==> config.mk <==
export PLATFORM = sky130hd
export DESIGN_NAME = mod_exp_host_if_flat
export DESIGN_NICKNAME = d
export VERILOG_FILES = /design/src/rtl/mod_exp_host_if_if.sv /design/src/rtl/mod_exp_host_if.sv /design/src/flat_wrapper.sv
export SDC_FILE = /design/constraint.sdc
export NUM_CORES = 2
export LEC_CHECK = 0
export CAP_MARGIN = 40
export CORE_AREA = 4 4 531 533
export CTS_BUF_LIST = sky130_fd_sc_hd__clkbuf_4 sky130_fd_sc_hd__clkbuf_8
export DETAILED_ROUTE_END_ITERATION = 10
export DIE_AREA = 0 0 535 537
export GPL_ROUTABILITY_DRIVEN = 1
export PLACE_DENSITY = 0.6
export SYNTH_ARGS = -nofsm -noshare
export SYNTH_HDL_FRONTEND = slang
export SYNTH_SLANG_ARGS = --single-unit
==> constraint.sdc <==
create_clock -name clk -period 8.29 [get_ports clk]
set_input_delay 0.829 -clock clk [delete_from_list [all_inputs] [get_ports clk]]
set_output_delay 0.829 -clock clk [all_outputs]
set_load 0.03 [all_outputs]
==> src/rtl/mod_exp_host_if_if.sv <==
`default_nettype none
// ============================================================================
// Module   : mod_exp_host_if_if
// Purpose  : Host-side word-stream bus for the mod_exp host interface.
//            The write channel carries operand words into the block. The read
//            channel returns the result words. Both channels use a
//            valid/ready handshake.
// Ports    : none. The signal bundle is accessed through two modports:
//            master - host side (drives wr_*, cfg_m_size, rd_ready)
//            slave  - mod_exp_host_if side (drives wr_ready, rd_*)
// Revision : 1.0  initial release
// ============================================================================
interface mod_exp_host_if_if;
  logic        wr_valid;
  logic        wr_ready;
  logic [31:0] wr_data;
  logic [11:0] cfg_m_size;
  logic        rd_valid;
  logic        rd_ready;
  logic [31:0] rd_data;
  logic        rd_last;

  modport master (
    output wr_valid, wr_data, cfg_m_size, rd_ready,
    input  wr_ready, rd_valid, rd_data, rd_last
  );

  modport slave (
    input  wr_valid, wr_data, cfg_m_size, rd_ready,
    output wr_ready, rd_valid, rd_data, rd_last
  );
endinterface
`default_nettype wire

==> src/rtl/mod_exp_host_if.sv <==
`default_nettype none
// ============================================================================
// Module   : mod_exp_host_if
// Purpose  : Host-side driver for one mod_exp engine. The block collects the
//            operands a, exp and m as 32-bit words, least-significant word
//            first. It checks m against m_size and derives
//            r_red = 2^m_size - m. It then fires the engine with a one-cycle
//            start pulse, waits for done under a timeout, and streams y back
//            out as 32-bit words.
// Ports    : clk, rst_n        clock and async active-low reset
//            bus (slave)       wr_valid/wr_ready/wr_data/cfg_m_size,
//                              rd_valid/rd_ready/rd_data/rd_last
//            busy              job in flight (first word .. last result word)
//            err_p, err_code   one-cycle error pulse. The code is
//                              1: m==0, 2: bad m_size, 3: timeout.
//            me_*              engine operands, start pulse, result, done
// Revision : 1.0  initial release
// ============================================================================
module mod_exp_host_if #(
  parameter int NBITS       = 256,      // operand width, multiple of 32
  parameter int TIMEOUT_CYC = 1048576   // max wait cycles for done
) (
  input  logic             clk,
  input  logic             rst_n,
  mod_exp_host_if_if.slave bus,
  output logic             busy,
  output logic             err_p,
  output logic [1:0]       err_code,
  output logic             me_enable_p,
  output logic [NBITS-1:0] me_a,
  output logic [NBITS-1:0] me_exp,
  output logic [NBITS-1:0] me_m,
  output logic [11:0]      me_m_size,
  output logic [NBITS-1:0] me_r_red,
  input  logic [NBITS-1:0] me_y,
  input  logic             me_done_irq_p
);

  localparam int NW = NBITS / 32;
  localparam int IW = (NW > 1) ? $clog2(NW) : 1;
  localparam int TW = (TIMEOUT_CYC > 1) ? $clog2(TIMEOUT_CYC) : 1;

  localparam logic [IW-1:0] LAST_WORD = IW'(NW - 1);
  localparam logic [TW-1:0] TO_LAST   = TW'(TIMEOUT_CYC - 1);
  localparam logic [11:0]   MSZ_MAX   = 12'(NBITS);

  localparam logic [1:0] ERR_NONE    = 2'd0;
  localparam logic [1:0] ERR_M_ZERO  = 2'd1;
  localparam logic [1:0] ERR_M_SIZE  = 2'd2;
  localparam logic [1:0] ERR_TIMEOUT = 2'd3;

  typedef enum logic [2:0] {
    S_LOAD   = 3'd0,
    S_CHECK  = 3'd1,
    S_LAUNCH = 3'd2,
    S_WAIT   = 3'd3,
    S_OUT    = 3'd4
  } state_t;

  state_t            state_q, state_d;
  logic              live_q;               // low only until the first clock after reset
  logic [1:0]        op_q, op_d;           // operand being loaded: 0 a, 1 exp, 2 m
  logic [IW-1:0]     wi_q, wi_d;           // word index within operand
  logic [NBITS-1:0]  a_q, a_d;
  logic [NBITS-1:0]  exp_q, exp_d;
  logic [NBITS-1:0]  m_q, m_d;
  logic [11:0]       msz_q, msz_d;
  logic [NBITS-1:0]  rred_q, rred_d;
  logic [NBITS-1:0]  res_q, res_d;
  logic [IW-1:0]     ri_q, ri_d;           // result word index
  logic [TW-1:0]     to_q, to_d;           // cycles spent in WAIT
  logic              busy_q, busy_d;
  logic              errp_q, errp_d;
  logic [1:0]        errc_q, errc_d;

  logic              w_wr_ready;
  logic              w_wr_fire;
  logic              w_rd_valid;
  logic              w_rd_last;
  logic [31:0]       w_rd_data;
  logic              w_m_zero;
  logic              w_size_bad;
  logic [NBITS-1:0]  w_rred;

  // Operand checks, evaluated on the registered operands during CHECK.
  assign w_m_zero   = (m_q == '0);
  assign w_size_bad = (msz_q == 12'd0) || (msz_q > MSZ_MAX) || ((m_q >> msz_q) != '0);

  // (2^m_size - m) mod 2^NBITS. For m_size == NBITS the shifted one falls off
  // the top and becomes 0, so 0 - m wraps to 2^NBITS - m. This gives the same
  // result as the NBITS+1 wide form after truncation.
  assign w_rred = (NBITS'(1) << msz_q) - m_q;

  assign w_wr_ready = live_q && (state_q == S_LOAD);
  assign w_wr_fire  = bus.wr_valid && w_wr_ready;

  // --------------------------------------------------------------------------
  // Next-state and output logic
  // --------------------------------------------------------------------------
  always_comb begin
    state_d     = state_q;
    op_d        = op_q;
    wi_d        = wi_q;
    a_d         = a_q;
    exp_d       = exp_q;
    m_d         = m_q;
    msz_d       = msz_q;
    rred_d      = rred_q;
    res_d       = res_q;
    ri_d        = ri_q;
    to_d        = to_q;
    busy_d      = busy_q;
    errp_d      = 1'b0;
    errc_d      = errc_q;
    me_enable_p = 1'b0;
    w_rd_valid  = 1'b0;
    w_rd_last   = 1'b0;
    w_rd_data   = '0;

    case (state_q)
      S_LOAD: begin
        if (w_wr_fire) begin
          busy_d = 1'b1;
          errc_d = ERR_NONE;
          case (op_q)
            2'd0:    a_d[{wi_q, 5'b0} +: 32]   = bus.wr_data;
            2'd1:    exp_d[{wi_q, 5'b0} +: 32] = bus.wr_data;
            default: m_d[{wi_q, 5'b0} +: 32]   = bus.wr_data;
          endcase
          if (wi_q == LAST_WORD) begin
            wi_d = '0;
            if (op_q == 2'd2) begin
              op_d    = 2'd0;
              msz_d   = bus.cfg_m_size;
              state_d = S_CHECK;
            end else begin
              op_d = op_q + 2'd1;
            end
          end else begin
            wi_d = wi_q + IW'(1);
          end
        end
      end

      S_CHECK: begin
        if (w_m_zero) begin
          errp_d  = 1'b1;
          errc_d  = ERR_M_ZERO;
          busy_d  = 1'b0;
          state_d = S_LOAD;
        end else if (w_size_bad) begin
          errp_d  = 1'b1;
          errc_d  = ERR_M_SIZE;
          busy_d  = 1'b0;
          state_d = S_LOAD;
        end else begin
          rred_d  = w_rred;
          state_d = S_LAUNCH;
        end
      end

      S_LAUNCH: begin
        me_enable_p = 1'b1;
        to_d        = '0;
        state_d     = S_WAIT;
      end

      S_WAIT: begin
        // Done is checked before the timeout, so a done arriving on the
        // last allowed cycle still delivers its result.
        if (me_done_irq_p) begin
          res_d   = me_y;
          ri_d    = '0;
          state_d = S_OUT;
        end else if (to_q == TO_LAST) begin
          errp_d  = 1'b1;
          errc_d  = ERR_TIMEOUT;
          busy_d  = 1'b0;
          state_d = S_LOAD;
        end else begin
          to_d = to_q + TW'(1);
        end
      end

      S_OUT: begin
        w_rd_valid = 1'b1;
        w_rd_data  = res_q[{ri_q, 5'b0} +: 32];
        w_rd_last  = (ri_q == LAST_WORD);
        if (bus.rd_ready) begin
          if (ri_q == LAST_WORD) begin
            ri_d    = '0;
            busy_d  = 1'b0;
            state_d = S_LOAD;
          end else begin
            ri_d = ri_q + IW'(1);
          end
        end
      end

      default: begin
        state_d = S_LOAD;
      end
    endcase
  end

  // --------------------------------------------------------------------------
  // State and data registers
  // --------------------------------------------------------------------------
  always_ff @(posedge clk or negedge rst_n) begin
    if (!rst_n) begin
      state_q <= S_LOAD;
      live_q  <= 1'b0;
      op_q    <= 2'd0;
      wi_q    <= '0;
      a_q     <= '0;
      exp_q   <= '0;
      m_q     <= '0;
      msz_q   <= 12'd0;
      rred_q  <= '0;
      res_q   <= '0;
      ri_q    <= '0;
      to_q    <= '0;
      busy_q  <= 1'b0;
      errp_q  <= 1'b0;
      errc_q  <= ERR_NONE;
    end else begin
      state_q <= state_d;
      live_q  <= 1'b1;
      op_q    <= op_d;
      wi_q    <= wi_d;
      a_q     <= a_d;
      exp_q   <= exp_d;
      m_q     <= m_d;
      msz_q   <= msz_d;
      rred_q  <= rred_d;
      res_q   <= res_d;
      ri_q    <= ri_d;
      to_q    <= to_d;
      busy_q  <= busy_d;
      errp_q  <= errp_d;
      errc_q  <= errc_d;
    end
  end

  // --------------------------------------------------------------------------
  // Outputs
  // --------------------------------------------------------------------------
  assign bus.wr_ready = w_wr_ready;
  assign bus.rd_valid = w_rd_valid;
  assign bus.rd_data  = w_rd_data;
  assign bus.rd_last  = w_rd_last;

  assign busy      = busy_q;
  assign err_p     = errp_q;
  assign err_code  = errc_q;
  assign me_a      = a_q;
  assign me_exp    = exp_q;
  assign me_m      = m_q;
  assign me_m_size = msz_q;
  assign me_r_red  = rred_q;

endmodule
`default_nettype wire

==> src/flat_wrapper.sv <==
// flat-port wrapper written by rule: the top's interface ports become plain ports
module mod_exp_host_if_flat 
#(
  parameter int NBITS       = 256,                                      
  parameter int TIMEOUT_CYC = 1048576                              
)
  (clk, rst_n, busy, err_p, err_code, me_enable_p, me_a, me_exp, me_m, me_m_size, me_r_red, me_y, me_done_irq_p, bus_wr_valid, bus_wr_data, bus_cfg_m_size, bus_rd_ready, bus_wr_ready, bus_rd_valid, bus_rd_data, bus_rd_last);
  mod_exp_host_if_if bus_i ();
  input  logic clk;
  input  logic rst_n;
  output logic busy;
  output logic err_p;
  output logic [1:0] err_code;
  output logic me_enable_p;
  output logic [NBITS-1:0] me_a;
  output logic [NBITS-1:0] me_exp;
  output logic [NBITS-1:0] me_m;
  output logic [11:0] me_m_size;
  output logic [NBITS-1:0] me_r_red;
  input  logic [NBITS-1:0] me_y;
  input  logic me_done_irq_p;
  input wire logic [$bits(bus_i.wr_valid)-1:0] bus_wr_valid;
  input wire logic [$bits(bus_i.wr_data)-1:0] bus_wr_data;
  input wire logic [$bits(bus_i.cfg_m_size)-1:0] bus_cfg_m_size;
  input wire logic [$bits(bus_i.rd_ready)-1:0] bus_rd_ready;
  output wire logic [$bits(bus_i.wr_ready)-1:0] bus_wr_ready;
  output wire logic [$bits(bus_i.rd_valid)-1:0] bus_rd_valid;
  output wire logic [$bits(bus_i.rd_data)-1:0] bus_rd_data;
  output wire logic [$bits(bus_i.rd_last)-1:0] bus_rd_last;
  assign bus_i.wr_valid = bus_wr_valid;
  assign bus_i.wr_data = bus_wr_data;
  assign bus_i.cfg_m_size = bus_cfg_m_size;
  assign bus_i.rd_ready = bus_rd_ready;
  assign bus_wr_ready = bus_i.wr_ready;
  assign bus_rd_valid = bus_i.rd_valid;
  assign bus_rd_data = bus_i.rd_data;
  assign bus_rd_last = bus_i.rd_last;
  mod_exp_host_if #(.NBITS(NBITS), .TIMEOUT_CYC(TIMEOUT_CYC)) u_core (.clk(clk), .rst_n(rst_n), .bus(bus_i), .busy(busy), .err_p(err_p), .err_code(err_code), .me_enable_p(me_enable_p), .me_a(me_a), .me_exp(me_exp), .me_m(me_m), .me_m_size(me_m_size), .me_r_red(me_r_red), .me_y(me_y), .me_done_irq_p(me_done_irq_p));
endmodule
# Word-level counts from Yosys, hierarchy flattened
# Cells that the tools add are included.
word_totals:
  rom_bits: 0
  latch_bits: 0
  word_cells: 122
  ramBits: 0
  memories: 0
  register_bits: 1328
  in_bits: 305
op_classes:
  multipliers: 0
  mux: 45
  shift: 5
  magnitude_cmp: 1
  eq_ne: 20
  n_div: 0
  bitwise: 3
  n_reduce_logical: 27
  addsub: 6
ops:
  columns: ["operator", "n"]
  rows:
  - ["256-bit bitwise mux", 3]
  - ["256-bit zero test", 1]
  - ["256-bit nonzero test", 1]
  - ["32-bit by 10-bit variable shift with 256-bit output (first input constant)", 1]
  - ["256-bit by 9-bit variable part select with 32-bit output", 1]
  - ["32-bit by 10-bit variable part select with 256-bit output", 1]
  - ["1-bit by 12-bit << shifter with 256-bit output (first input constant)", 1]
  - ["256-bit by 12-bit right shift with 256-bit output", 1]
  - ["256-bit subtractor", 1]
  - ["20-bit 2-to-1 mux", 2]
  - ["20-bit one-hot mux with 2 select lines", 1]
  - ["3-bit 2-to-1 mux", 12]
  - ["32-bit 2-to-1 mux", 1]
  - ["3-bit AND reduction", 7]
  - ["20-bit by 1-bit adder with 20-bit output (second input constant)", 1]
  - ["20-bit equality test (second input constant)", 1]
  - ["3-bit one-hot mux with 5 select lines", 1]
  - ["1-bit 2-to-1 mux", 14]
  - ["2-bit 2-to-1 mux", 7]
  - ["12-bit by 9-bit > comparator with 1-bit output (second input constant)", 1]
  - ["12-bit zero test", 1]
  - ["2-bit != test (second input constant)", 6]
  - ["8-bit negation with 10-bit output", 1]
  - ["3-bit equality test (second input constant)", 3]
  - ["other kinds (27)", 37]

# Logic depth before layout (Yosys ltp)
logic_depth:
  ltp_word: 6
  depth_mapped: 31

# Worst setup path before layout
# No wires, ideal clock.
synth_timing:
  path_type: "reg-to-reg"
  start: "reg u_core.msz_q[2] (netlist: u_core.me_m_size[2])"
  end: "reg u_core.rred_q[255] (netlist: u_core.me_r_red[255])"
  arrival_time_ps: 6896
  setup_ps: 127
  path_buffers: 9
  slack_ps: 1267
  path_stages_with_launch: 30
  synth_period_minus_slack_ps: 7023
  path_cell_list: "dfrtp_1 buf_2 buf_1 buf_2 buf_2 clkbuf_1 buf_1 or3_1 clkbuf_1 clkbuf_1 nor2_1 ha_1 clkbuf_1 a21o_1 a21oi_1 o21bai_1 a311oi_1 nand4_1 a21o_1 o211a_1 o311ai_1 nand2_1 a2111oi_0 nor3_1 or3b_1 a21oi_1 o21ai_1 a221o_1 xnor2_1 mux2_1"
synth_between:
  elab_chain_cells: 5
  elab_cells_between_ends: 10
  cone_classes: "add/sub: 1; order compare: 1; shift: 2; bitwise: 1; reduce/logical: 5"
synth_rtl:
  columns: ["element", "line", "text"]
  rows:
  - ["start: declaration", "mod_exp_host_if.sv:67", "logic [11:0] msz_q, msz_d;"]
  - ["start signal: assignment", "mod_exp_host_if.sv:234", "msz_q <= msz_d;"]
  - ["256-bit by 12-bit right shift with 256-bit output, or another cell as far along", "mod_exp_host_if.sv:87", "assign w_size_bad = (msz_q == 12'd0) || (msz_q > MSZ_MAX) || ((m_q >> msz_q) != '0);"]
  - ["256-bit nonzero test or 1-bit logical OR (tied branches)", "mod_exp_host_if.sv:87", null]
  - ["1-bit logical OR", "mod_exp_host_if.sv:87", null]
  - ["1-bit inverter (no line)", null, null]
  - ["3-bit AND reduction (no line)", null, null]
  - ["end signal: assignment", "mod_exp_host_if.sv:235", "rred_q <= rred_d;"]
  - ["end: declaration", "mod_exp_host_if.sv:68", "logic [NBITS-1:0] rred_q, rred_d;"]
# Several ways; a longest one is shown, not always the timed one.
# A chain may end at the register's enable or synchronous reset.

# Worst setup path in the final report
layout_timing:
  start: "reg u_core.msz_q[9] (netlist: u_core.me_m_size[9])"
  end: "reg u_core.rred_q[255] (netlist: u_core.me_r_red[255])"
# The elaborated chain is that of the path after synthesis.

==> flow_metrics.py <==
metrics = {
    "outcome": {
        "status": "finished clean",
    },
    "power": {
        "power_frac_clock": 0.245,
        "pwr-share-seq": 0.298,
        "internal-power_uw": 15900,
        "leakage_uw": 0.0527,
        "combPwrFrac": 0.458,
        "peakVddDrop_mv": 0.166,
        "swShare": 0.442,
        "p_per_area_nw_per_um2": 240,
        "power.switching_uw": 12600,
    },
    "logic_synthesis": {
        "synth_top_area_cell": "dfrtp_1",
        "async_flop_share": 1.00,
        "post_synth_instance_area_um2": 92600,
        "synth_edf_count": 0,
        "ys_seq_elements": 1328,
        "syn_avg_cell_area_um2": 9.59,
        "synth_area_leaders": "dfrtp_1 36%, mux2_2 10%, mux4_2 8.5%",
        "synthDistinctLibCells": 104,
        "synth_top_area_frac": 0.359,
        "ys_warn_count": 0,
        "ys.flop_type": "dfrtp_1",
        "syn_nets": 10222,
        "yosysSeqAreaShare": 0.359,
        "syn_inst": 9654,
    },
    "sta": {
        "worst-slew-pin-transition_ps": 1280,
        "hold_ws_ps": 367,
        "clock.fmax_mhz": 126,
        "finClkSkew_ps": 113,
        "finalSetupViolations": 0,
        "fin_tns_setup_ps": 0,
        "period_share": 0.957,
        "hold_viol_final": 0,
        "slew_headroom": 0.149,
        "finalCriticalPeriod_ps": 7940,
        "final-max-slew-violation-count": 0,
        "rsz0062_at_grt": "no",
    },
    "placement": {
        "place.gp.congestion": 1.05,
        "io_buffers": 1380,
        "hpwl_um": 433000,
    },
    "global_routing": {
        "grt_usage": 0.376,
        "grt_pass1_vias": 91339,
        "antenna_found_initial": 58,
        "met3_usage": 0.127,
        "use_met2": 0.576,
        "grt_max_degree": 149,
        "busiest_layer": "met2",
        "grt_first_pass_wirelength_um": 759000,
        "grt_overflow": 0,
        "grt_util_met1": 0.458,
    },
    "finish": {
        "drive_gt1_frac": 0.218,
        "syn_to_final_growth_pct": 28.4,
        "nets": 11754,
        "fill_cells": 26971,
    },
    "run": {
        "max_cap_violations": 0,
    },
    "clock_network": {
        "root_buffer": "clkbuf_8",
        "cts_hold_buffers": 1,
        "ctsResizeCount": 0,
        "cts_buffers": 242,
        "path_clk_slew_ps": 60,
        "cts_tree": "built",
        "cts_setup_buffers": 0,
        "cts_buffer_depth": 4,
        "clk_latency_ps": 1060,
        "clock_sinks": 1328,
        "cts_max_level": 4,
    },
    "worst_setup_path": {
        "cp-end-kind": "flip-flop",
        "endpoint": "u_core.me_r_red[255]",
        "worstPathArrival_ps": 8880,
        "reg2reg_depth": 25,
        "path_class": "flip-flop to flip-flop",
        "worstPathMaxFanout": 14,
        "rrSetupSlack_ps": 350,
        "slowest_stage": "o311ai_1",
        "crit_path_start": "u_core.me_m_size[9]",
        "r2r-end": "u_core.me_r_red[255]",
        "cp.required_ps": 9240,
        "crit_path_max_incr_delay_ps": 900,
        "startpoint_type": "flip-flop",
        "reg2reg_from": "u_core.me_m_size[9]",
    },
    "floorplan": {
        "dieArea_um2": 287000,
        "rows": 193,
        "ios": 1381,
        "die_y_um": 537,
        "coreArea_um2": 276000,
        "die-width_um": 535,
        "initial_utilization": 0.335,
    },
    "drt": {
        "routed_via_density": 6.15,
        "num_vias": 93217,
        "first_pass_iters": 9,
        "wire_per_inst_um": 37.2,
        "finalWirelength_um": 563000,
        "drc_errors": 0,
        "initialDrtViolationCount": 10897,
        "ant_nets": 0,
    },
    "worst_hold_path": {
        "min_path_type": "input pin to asynchronous set/reset pin",
    },
}
layout make-up:
cell class / count / area, um^2 / share of cell area
Multi-Input combinational cell: 7210 / 54900 / 0.461
Sequential cell: 1328 / 33300 / 0.280
Timing Repair Buffer: 2037 / 19200 / 0.162
Clock buffer: 380 / 4790 / 0.0403
Tap cell: 3705 / 4640 / 0.0390
Inverter: 367 / 1390 / 0.0117
Clock inverter: 48 / 557 / 0.00468
Antenna cell: 76 / 190 / 0.00160
per-layer routing:
metal  share of wire  vias up
met5         0.00024        -
met4           0.069       18
met3            0.11     1453
met2            0.44     6216
met1            0.38    46797
li1                -    38733
metrics by stage:
stage	std cells	power [uW]	utilization	instance area, um^2	setup slack (ps)
5_1_grt	15093	29400	0.430	119000	201
6_report	15151	28500	0.430	119000	353
3_5_place_dp	14643	21400	0.410	113000	634
4_1_cts	15072	28400	0.429	119000	588
2_1_floorplan	9654	15000	-	92600	1270
3_3_place_gp	14608	21200	0.408	113000	577
worst min-delay path by stage:
stage	end	depth (start not counted)	start
final	u_core.res_q[247]	2	rst_n
after global routing	u_core.res_q[213]	2	me_y[213]
after CTS	u_core.res_q[28]	2	me_y[28]
after detailed placement	u_core.me_a[254]	2	u_core.me_a[254]
after global placement	u_core.me_exp[254]	2	u_core.me_exp[254]
after floorplan	u_core.res_q[192]	1	u_core.res_q[192]
power by group through the flow:
stage                     clock network [uW]  logic (uW)  registers [uW]
after floorplan                            0        4970           10000
after detailed placement                   0       12800            8540
final                                   6980       13100            8500
after global routing                    7390       13400            8560
after CTS                               7120       12900            8430
after global placement                     0       12700            8490
cells in the final DEF (no fill, tap or decap), types with 313 or more instances in the layout:
cell type / instances
clkdlybuf4s50_1: 1350
dfrtp_1: 1317
nand2_1: 874
mux2_2: 845
nor2_1: 787
o21ai_0: 673
buf_4: 600
a21oi_1: 528
inv_1: 360
mux4_2: 348
nand3_1: 313
logic make-up after synthesis:
group,count (synthesis),synth area share
simple gates,2815,0.139
compound gates,2275,0.157
mux,1591,0.233
flops,1328,0.359
buf+inv,1116,0.0513
xor+xnor,265,0.0251
fa+ha+maj,263,0.0356
other cells,1,0.0000405
sequential cells by signal, indices dropped and copies added, names as in the netlist:
register and count:
u_core.err_code 2, u_core.wi_q 3, u_core.op_q 2, u_core.ri_q 3, u_core.me_m_size 12, u_core.me_exp 256
u_core.me_a 256, u_core.me_r_red 256, u_core.live_q 1, u_core.state_q 3, u_core.busy 1, u_core.to_q 20
u_core.res_q 256, u_core.me_m 256, u_core.err_p 1
Yosys cell counts, types with 201 or more instances:
cell	count
nand4_1	221
dfrtp_1	1328
ha_1	262
mux4_2	348
nand3_1	313
a21oi_1	528
clkbuf_1	560
mux2_2	845
nand2_1	887
nor2_1	804
o21ai_0	673
inv_1	364
mux2_1	201
critical path: cells and delay by family, from the launching register on:
kind                     cells  cell delay (ps)
AO/OA/AOI/OAI               12             3740
AND/OR/NAND/NOR              7             2210
buffers and inverters        3              650
flip-flops                   1              500
multiplexers                 1              280
adder cells (fa/ha/maj)      1              270
XOR/XNOR                     1              130
Power figures use the tool's default switching activity.
